--- config.mk ---
export PLATFORM = sky130hd
export DESIGN_NAME = pipe_ctrl
export DESIGN_NICKNAME = d
export VERILOG_FILES = /design/src/rtl/pipe_ctrl_pkg.sv /design/src/rtl/pipe_ctrl_wdog.sv /design/src/rtl/pipe_ctrl.sv
export SDC_FILE = /design/constraint.sdc
export NUM_CORES = 1
export LEC_CHECK = 0
export CORE_ASPECT_RATIO = 0.5
export CORE_MARGIN = 1.5
export CORE_UTILIZATION = 30
export DETAILED_ROUTE_END_ITERATION = 16
export PLACE_DENSITY_LB_ADDON = 0.25
export SKIP_CTS_REPAIR_TIMING = 1
export SLEW_MARGIN = 40
export SYNTH_ARGS = -nofsm -noshare
export SYNTH_HDL_FRONTEND = slang
export SYNTH_SLANG_ARGS = --single-unit
--- constraint.sdc ---
create_clock -name CLK -period 3.8 [get_ports CLK]
set_input_delay 0.76 -clock CLK [delete_from_list [all_inputs] [get_ports CLK]]
set_output_delay 0.76 -clock CLK [all_outputs]
set_load 0.03 [all_outputs]
--- src/rtl/pipe_ctrl_pkg.sv ---
// Shared types and helpers for the pipeline sequencing controller.
// The stall-cause enum is shared by the decode and the testbench.
package pipe_ctrl_pkg;

  localparam int DEF_TIMEOUT = 256;

  typedef enum logic [1:0] {
    ST_INIT,
    ST_RUN,
    ST_ERROR
  } state_e;

  typedef enum logic [2:0] {
    CAUSE_NONE,
    CAUSE_DSTALL,
    CAUSE_RHOLD,
    CAUSE_REDIR,
    CAUSE_LOADUSE,
    CAUSE_ISTALL
  } cause_e;

  typedef struct packed {
    logic pc_en;
    logic ifid_en;
    logic ifid_clr;
    logic idex_en;
    logic idex_clr;
    logic exmem_en;
    logic exmem_clr;
    logic memwb_en;
    logic memwb_clr;
  } strobe_t;

  // x0 is hardwired, so a load into it never creates a hazard.
  function automatic logic load_use_hit(
    input logic       ex_mem_read,
    input logic [4:0] ex_rd,
    input logic [4:0] id_rs1,
    input logic       id_use_rs1,
    input logic [4:0] id_rs2,
    input logic       id_use_rs2
  );
    return ex_mem_read && (ex_rd != 5'd0) &&
           ((id_use_rs1 && (id_rs1 == ex_rd)) || (id_use_rs2 && (id_rs2 == ex_rd)));
  endfunction

  function automatic logic is_wait_cause(input cause_e c);
    return (c == CAUSE_DSTALL) || (c == CAUSE_RHOLD) || (c == CAUSE_ISTALL);
  endfunction

endpackage

--- src/rtl/pipe_ctrl_wdog.sv ---
// Bus watchdog: counts consecutive wait cycles and flags the one that reaches TIMEOUT.
// TIMEOUT of 0 disables the trip; the counter saturates instead of wrapping.
module pipe_ctrl_wdog
  import pipe_ctrl_pkg::*;
#(
  parameter int TIMEOUT = DEF_TIMEOUT
) (
  input  logic clk_i,
  input  logic rst_ni,
  input  logic wait_i,
  input  logic clear_i,
  output logic trip_o
);

  localparam int            CW   = (TIMEOUT > 0) ? $clog2(TIMEOUT + 1) : 1;
  localparam logic [CW-1:0] LAST = (TIMEOUT > 0) ? CW'(TIMEOUT - 1) : '0;
  localparam logic [CW-1:0] MAX  = '1;

  logic [CW-1:0] cnt_q, cnt_d;

  always_comb begin
    cnt_d = cnt_q;
    if (clear_i) begin
      cnt_d = '0;
    end else if (wait_i && (cnt_q != MAX)) begin
      cnt_d = cnt_q + 1'b1;
    end
  end

  always_ff @(posedge clk_i or negedge rst_ni) begin
    if (!rst_ni) begin
      cnt_q <= '0;
    end else begin
      cnt_q <= cnt_d;
    end
  end

  assign trip_o = (TIMEOUT != 0) && wait_i && (cnt_q == LAST);

endmodule

--- src/rtl/pipe_ctrl.sv ---
// 5-stage pipeline sequencer: zero-latency enable/clear strobes from state plus hazard inputs.
// Optional PIPE_CTRL_PERF_EN adds a saturating stall_cnt output.
module pipe_ctrl
  import pipe_ctrl_pkg::*;
#(
  parameter int TIMEOUT = DEF_TIMEOUT
) (
  input  logic        CLK,
  input  logic        RST_n,
  input  logic        if_waitrequest,
  input  logic        dmem_access,
  input  logic        dmem_waitrequest,
  input  logic [4:0]  id_rs1,
  input  logic [4:0]  id_rs2,
  input  logic        id_use_rs1,
  input  logic        id_use_rs2,
  input  logic [4:0]  ex_rd,
  input  logic        ex_mem_read,
  input  logic        ex_redirect,
  output logic        pc_en,
  output logic        ifid_en,
  output logic        ifid_clr,
  output logic        idex_en,
  output logic        idex_clr,
  output logic        exmem_en,
  output logic        exmem_clr,
  output logic        memwb_en,
  output logic        memwb_clr,
  output logic        bus_err
`ifdef PIPE_CTRL_PERF_EN
  ,
  output logic [31:0] stall_cnt
`endif
);

  state_e  state_q, state_d;
  cause_e  cause;
  strobe_t st;
  logic    wait_cyc;
  logic    trip;

  // Priority order: data stall, redirect hold, redirect, load-use, fetch stall.
  always_comb begin
    cause = CAUSE_NONE;
    if (dmem_access && dmem_waitrequest) begin
      cause = CAUSE_DSTALL;
    end else if (ex_redirect && if_waitrequest) begin
      cause = CAUSE_RHOLD;
    end else if (ex_redirect) begin
      cause = CAUSE_REDIR;
    end else if (load_use_hit(ex_mem_read, ex_rd, id_rs1, id_use_rs1, id_rs2, id_use_rs2)) begin
      cause = CAUSE_LOADUSE;
    end else if (if_waitrequest) begin
      cause = CAUSE_ISTALL;
    end
  end

  assign wait_cyc = (state_q == ST_RUN) && is_wait_cause(cause);

  pipe_ctrl_wdog #(
    .TIMEOUT(TIMEOUT)
  ) u_wdog (
    .clk_i  (CLK),
    .rst_ni (RST_n),
    .wait_i (wait_cyc),
    .clear_i(!wait_cyc),
    .trip_o (trip)
  );

  always_comb begin
    st      = '0;
    state_d = state_q;
    unique case (state_q)
      ST_INIT: begin
        st.ifid_clr  = 1'b1;
        st.idex_clr  = 1'b1;
        st.exmem_clr = 1'b1;
        st.memwb_clr = 1'b1;
        state_d      = ST_RUN;
      end
      ST_RUN: begin
        unique case (cause)
          CAUSE_DSTALL: st.memwb_clr = 1'b1;
          CAUSE_RHOLD: begin
            st.exmem_clr = 1'b1;
            st.memwb_en  = 1'b1;
          end
          CAUSE_REDIR: begin
            st.pc_en    = 1'b1;
            st.ifid_clr = 1'b1;
            st.idex_clr = 1'b1;
            st.exmem_en = 1'b1;
            st.memwb_en = 1'b1;
          end
          CAUSE_LOADUSE: begin
            st.idex_clr = 1'b1;
            st.exmem_en = 1'b1;
            st.memwb_en = 1'b1;
          end
          CAUSE_ISTALL: begin
            st.ifid_clr = 1'b1;
            st.idex_en  = 1'b1;
            st.exmem_en = 1'b1;
            st.memwb_en = 1'b1;
          end
          default: begin
            st.pc_en    = 1'b1;
            st.ifid_en  = 1'b1;
            st.idex_en  = 1'b1;
            st.exmem_en = 1'b1;
            st.memwb_en = 1'b1;
          end
        endcase
        if (trip) begin
          state_d = ST_ERROR;
        end
      end
      ST_ERROR: state_d = ST_ERROR;
      default:  state_d = ST_INIT;
    endcase
  end

  always_ff @(posedge CLK or negedge RST_n) begin
    if (!RST_n) begin
      state_q <= ST_INIT;
    end else begin
      state_q <= state_d;
    end
  end

  assign {pc_en, ifid_en, ifid_clr, idex_en, idex_clr,
          exmem_en, exmem_clr, memwb_en, memwb_clr} = st;
  assign bus_err = (state_q == ST_ERROR);

`ifdef PIPE_CTRL_PERF_EN
  logic [31:0] stall_cnt_q, stall_cnt_d;

  always_comb begin
    stall_cnt_d = stall_cnt_q;
    if ((state_q == ST_RUN) && !st.pc_en && (stall_cnt_q != 32'hFFFF_FFFF)) begin
      stall_cnt_d = stall_cnt_q + 32'd1;
    end
  end

  always_ff @(posedge CLK or negedge RST_n) begin
    if (!RST_n) begin
      stall_cnt_q <= '0;
    end else begin
      stall_cnt_q <= stall_cnt_d;
    end
  end

  assign stall_cnt = stall_cnt_q;
`endif

endmodule

==> flow_summary.json <==
{
  "clock.fmax_mhz": 272.5,
  "syn_to_final_growth_pct": 46.47,
  "die_area_um2": 3621,
  "synth_cell_types": 37,
  "cts_buffers": 3,
  "drive_gt1_share_pct": 18.12,
  "path_clk_slew_ps": 50,
  "grt_pass1_vias": 912,
  "drtAntennaViolNets": 0,
  "drc_errors": 0,
  "rows": 14,
  "grt_pass1_wl_um": 4043,
  "yosys_register_bits": 11,
  "start_kind": "primary input",
  "seq_area_frac_synth_pct": 28.24,
  "grt_usage_pct": 14.30,
  "path_max_fanout": 4,
  "dieHeight_um": 43.31,
  "slew-limit-headroom_pct": 66.03,
  "grt_antenna_before_repair": 0,
  "fin_crit_sh_pct": 96.57,
  "start_util_pct": 31.98,
  "cp.depth": 7,
  "worst_path_largest_cell_delay_ps": 660,
  "synth_largest_area_cell": "dfrtp_1",
  "ir_drop_v": 0.0001789,
  "leakage_nw": 0.6183,
  "power_mw": 0.3617,
  "critPathBufInv": 2,
  "r2r_cells": 8,
  "synth_edf_count": 0,
  "hp-start": "state_q[0]",
  "grt_max_degree": 12,
  "setup_viol": 0,
  "port_buffers": 33,
  "clock-sinks": 11,
  "drv_slew": 0,
  "routedWlPerCell_um": 12.83,
  "netlist.area_leader.share_pct": 28.24,
  "crit_slowest_cell": "clkdlybuf4s50_1",
  "root_buffer": "clkbuf_8",
  "crit_family": "buffers and inverters",
  "cap_violations": 0,
  "clock_latency_ps": 240,
  "htreeDepth": 1,
  "postSynth.asyncResetShare_pct": 100.0,
  "power_density_nw_per_um2": 253.4,
  "gr-total-overflow": 0,
  "status": "completed",
  "setup_tns_ps": 0,
  "min_path_type": "flop to flop",
  "pre_cts_ws_ps": 91.75,
  "worstSetupEndpointType": "output pin",
  "synth_nets": 129,
  "routed_via_density": 4.927,
  "holdPathEnd": "state_q[0]",
  "fin_nets": 169,
  "post_dp_cell_area_um2": 1375,
  "worst-setup-path-type": "primary input to output pin",
  "r2r_start": "u_wdog.cnt_q[3]",
  "required_ps": 3040,
  "die_w_um": 83.61,
  "num_vias": 877,
  "io_pins": 34,
  "cts_buffer_depth": 2,
  "synth_common_cells": "xor2_1, dfrtp_1, a211oi_2, inv_1, ha_1",
  "stdcell_area_um2": 1428,
  "worst_slew_pin_slew_ps": 508.0,
  "drtPass1Iterations": 4,
  "setup_ws_ps": 130.4,
  "final_util_pct": 46.84,
  "fin_skew_ps": 1.294,
  "reg2reg_to": "u_wdog.cnt_q[7]",
  "diodes": 0,
  "ys_warn_count": 0,
  "hold_viol": 0,
  "rrSetupSlack_ps": 1890,
  "synthCells": 99,
  "hold_path_depth": 2,
  "cts_tree": "done",
  "initialDrtViolationCount": 9,
  "place_congestion": 0.7918,
  "wirelength_um": 2283,
  "ys.flop_type": "dfrtp_1",
  "rsz0062_at_grt": "false",
  "synthesis.area_um2": 974.7,
  "synthTopCellsByArea": "dfrtp_1, xor2_1, a211oi_2",
  "dp_hpwl_um": 1770,
  "arrival_ps": 2910,
  "core-area_um2": 3048,
  "cpMostUsedCell": "clkdlybuf4s50_1",
  "critical_path.startpoint": "ex_rd[0]",
  "cp_cell_sequence": "clkdlybuf4s50_1 > xor2_1 > nor4_2 > a32oi_2 > o22ai_1 > a21o_1 > clkdlybuf4s50_1",
  "layout_min_cycle_time_ps": 3670,
  "avgSynthCellArea_um2": 9.845,
  "synth.most_common_cell": "xor2_1"
}
==> tightest hold or removal path, delay by kind of cell, from the launching register on <==
family / cells / cell delay (ps)
AO/OA/AOI/OAI: 2 / 190
flip-flops: 1 / 370
==> registers in the layout, summed over array words and instances, names as in the netlist <==
register	flops
u_wdog.cnt_q	9
state_q	2
==> per-stage QoR <==
step / hold slack, ps / instances
finish: 584.6 / 178
global route: 627.7 / 178
CTS: 590.2 / 178
detailed placement: 577.8 / 174
global placement: 577.7 / 174
floorplan: 464.4 / 99
==> metal layers <==
metal / vias to the layer above / track usage [%] / share of wire, %
met1: 402 / 17.45 / 47
met5: - / 0 / 0
li1: 442 / - / -
met2: 31 / 23.39 / 45
met3: 2 / 6.226 / 7.5
met4: 0 / 4.262 / 0.61
==> worst max path at each step <==
stage	endpoint	slack, ps
after floorplan	ifid_clr	740
after global placement	pc_en	80
after detailed placement	pc_en	90
after CTS	pc_en	70
after global routing	idex_clr	20
final	idex_clr	130
==> kinds of logic (layout without fill, tap and decap cells) <==
group	count (synthesis)	count (layout)	share of synthesized area, %
adders and majority gates	6	6	7.702
xor gates and xnor gates	17	17	15.28
buffers and inverters	10	49	3.852
DFF	11	11	28.24
AOI/OAI and AO/OA	29	29	29.27
muxes	1	1	1.027
and+or+nand+nor	25	25	14.64
==> layout make-up <==
cell class	instances	area, um^2
fill	311	1620
multi-input combinational	78	661.9
timing repair buffer	37	365.4
sequential	11	275.3
tap	40	50.05
clock buffer	4	45.04
inverter	8	30.03
==> report_power, final <==
part,total [mW],switching (mW),internal [mW],leakage [nW]
clock,0.118,0.0443,0.0737,0.0228
sequential,0.131,0.00662,0.125,0.145
combinational,0.112,0.0547,0.0577,0.451
==> cells in the final DEF (no fill, tap or decap), types with 4 or more instances in the layout <==
| master | instances |
|---|---|
| nand2_1 | 5 |
| inv_1 | 7 |
| ha_1 | 6 |
| xor2_1 | 14 |
| a211oi_2 | 9 |
| nor2_1 | 4 |
| buf_4 | 5 |
| clkdlybuf4s50_1 | 29 |
| dfrtp_1 | 11 |
Power figures use the tool's default switching activity.
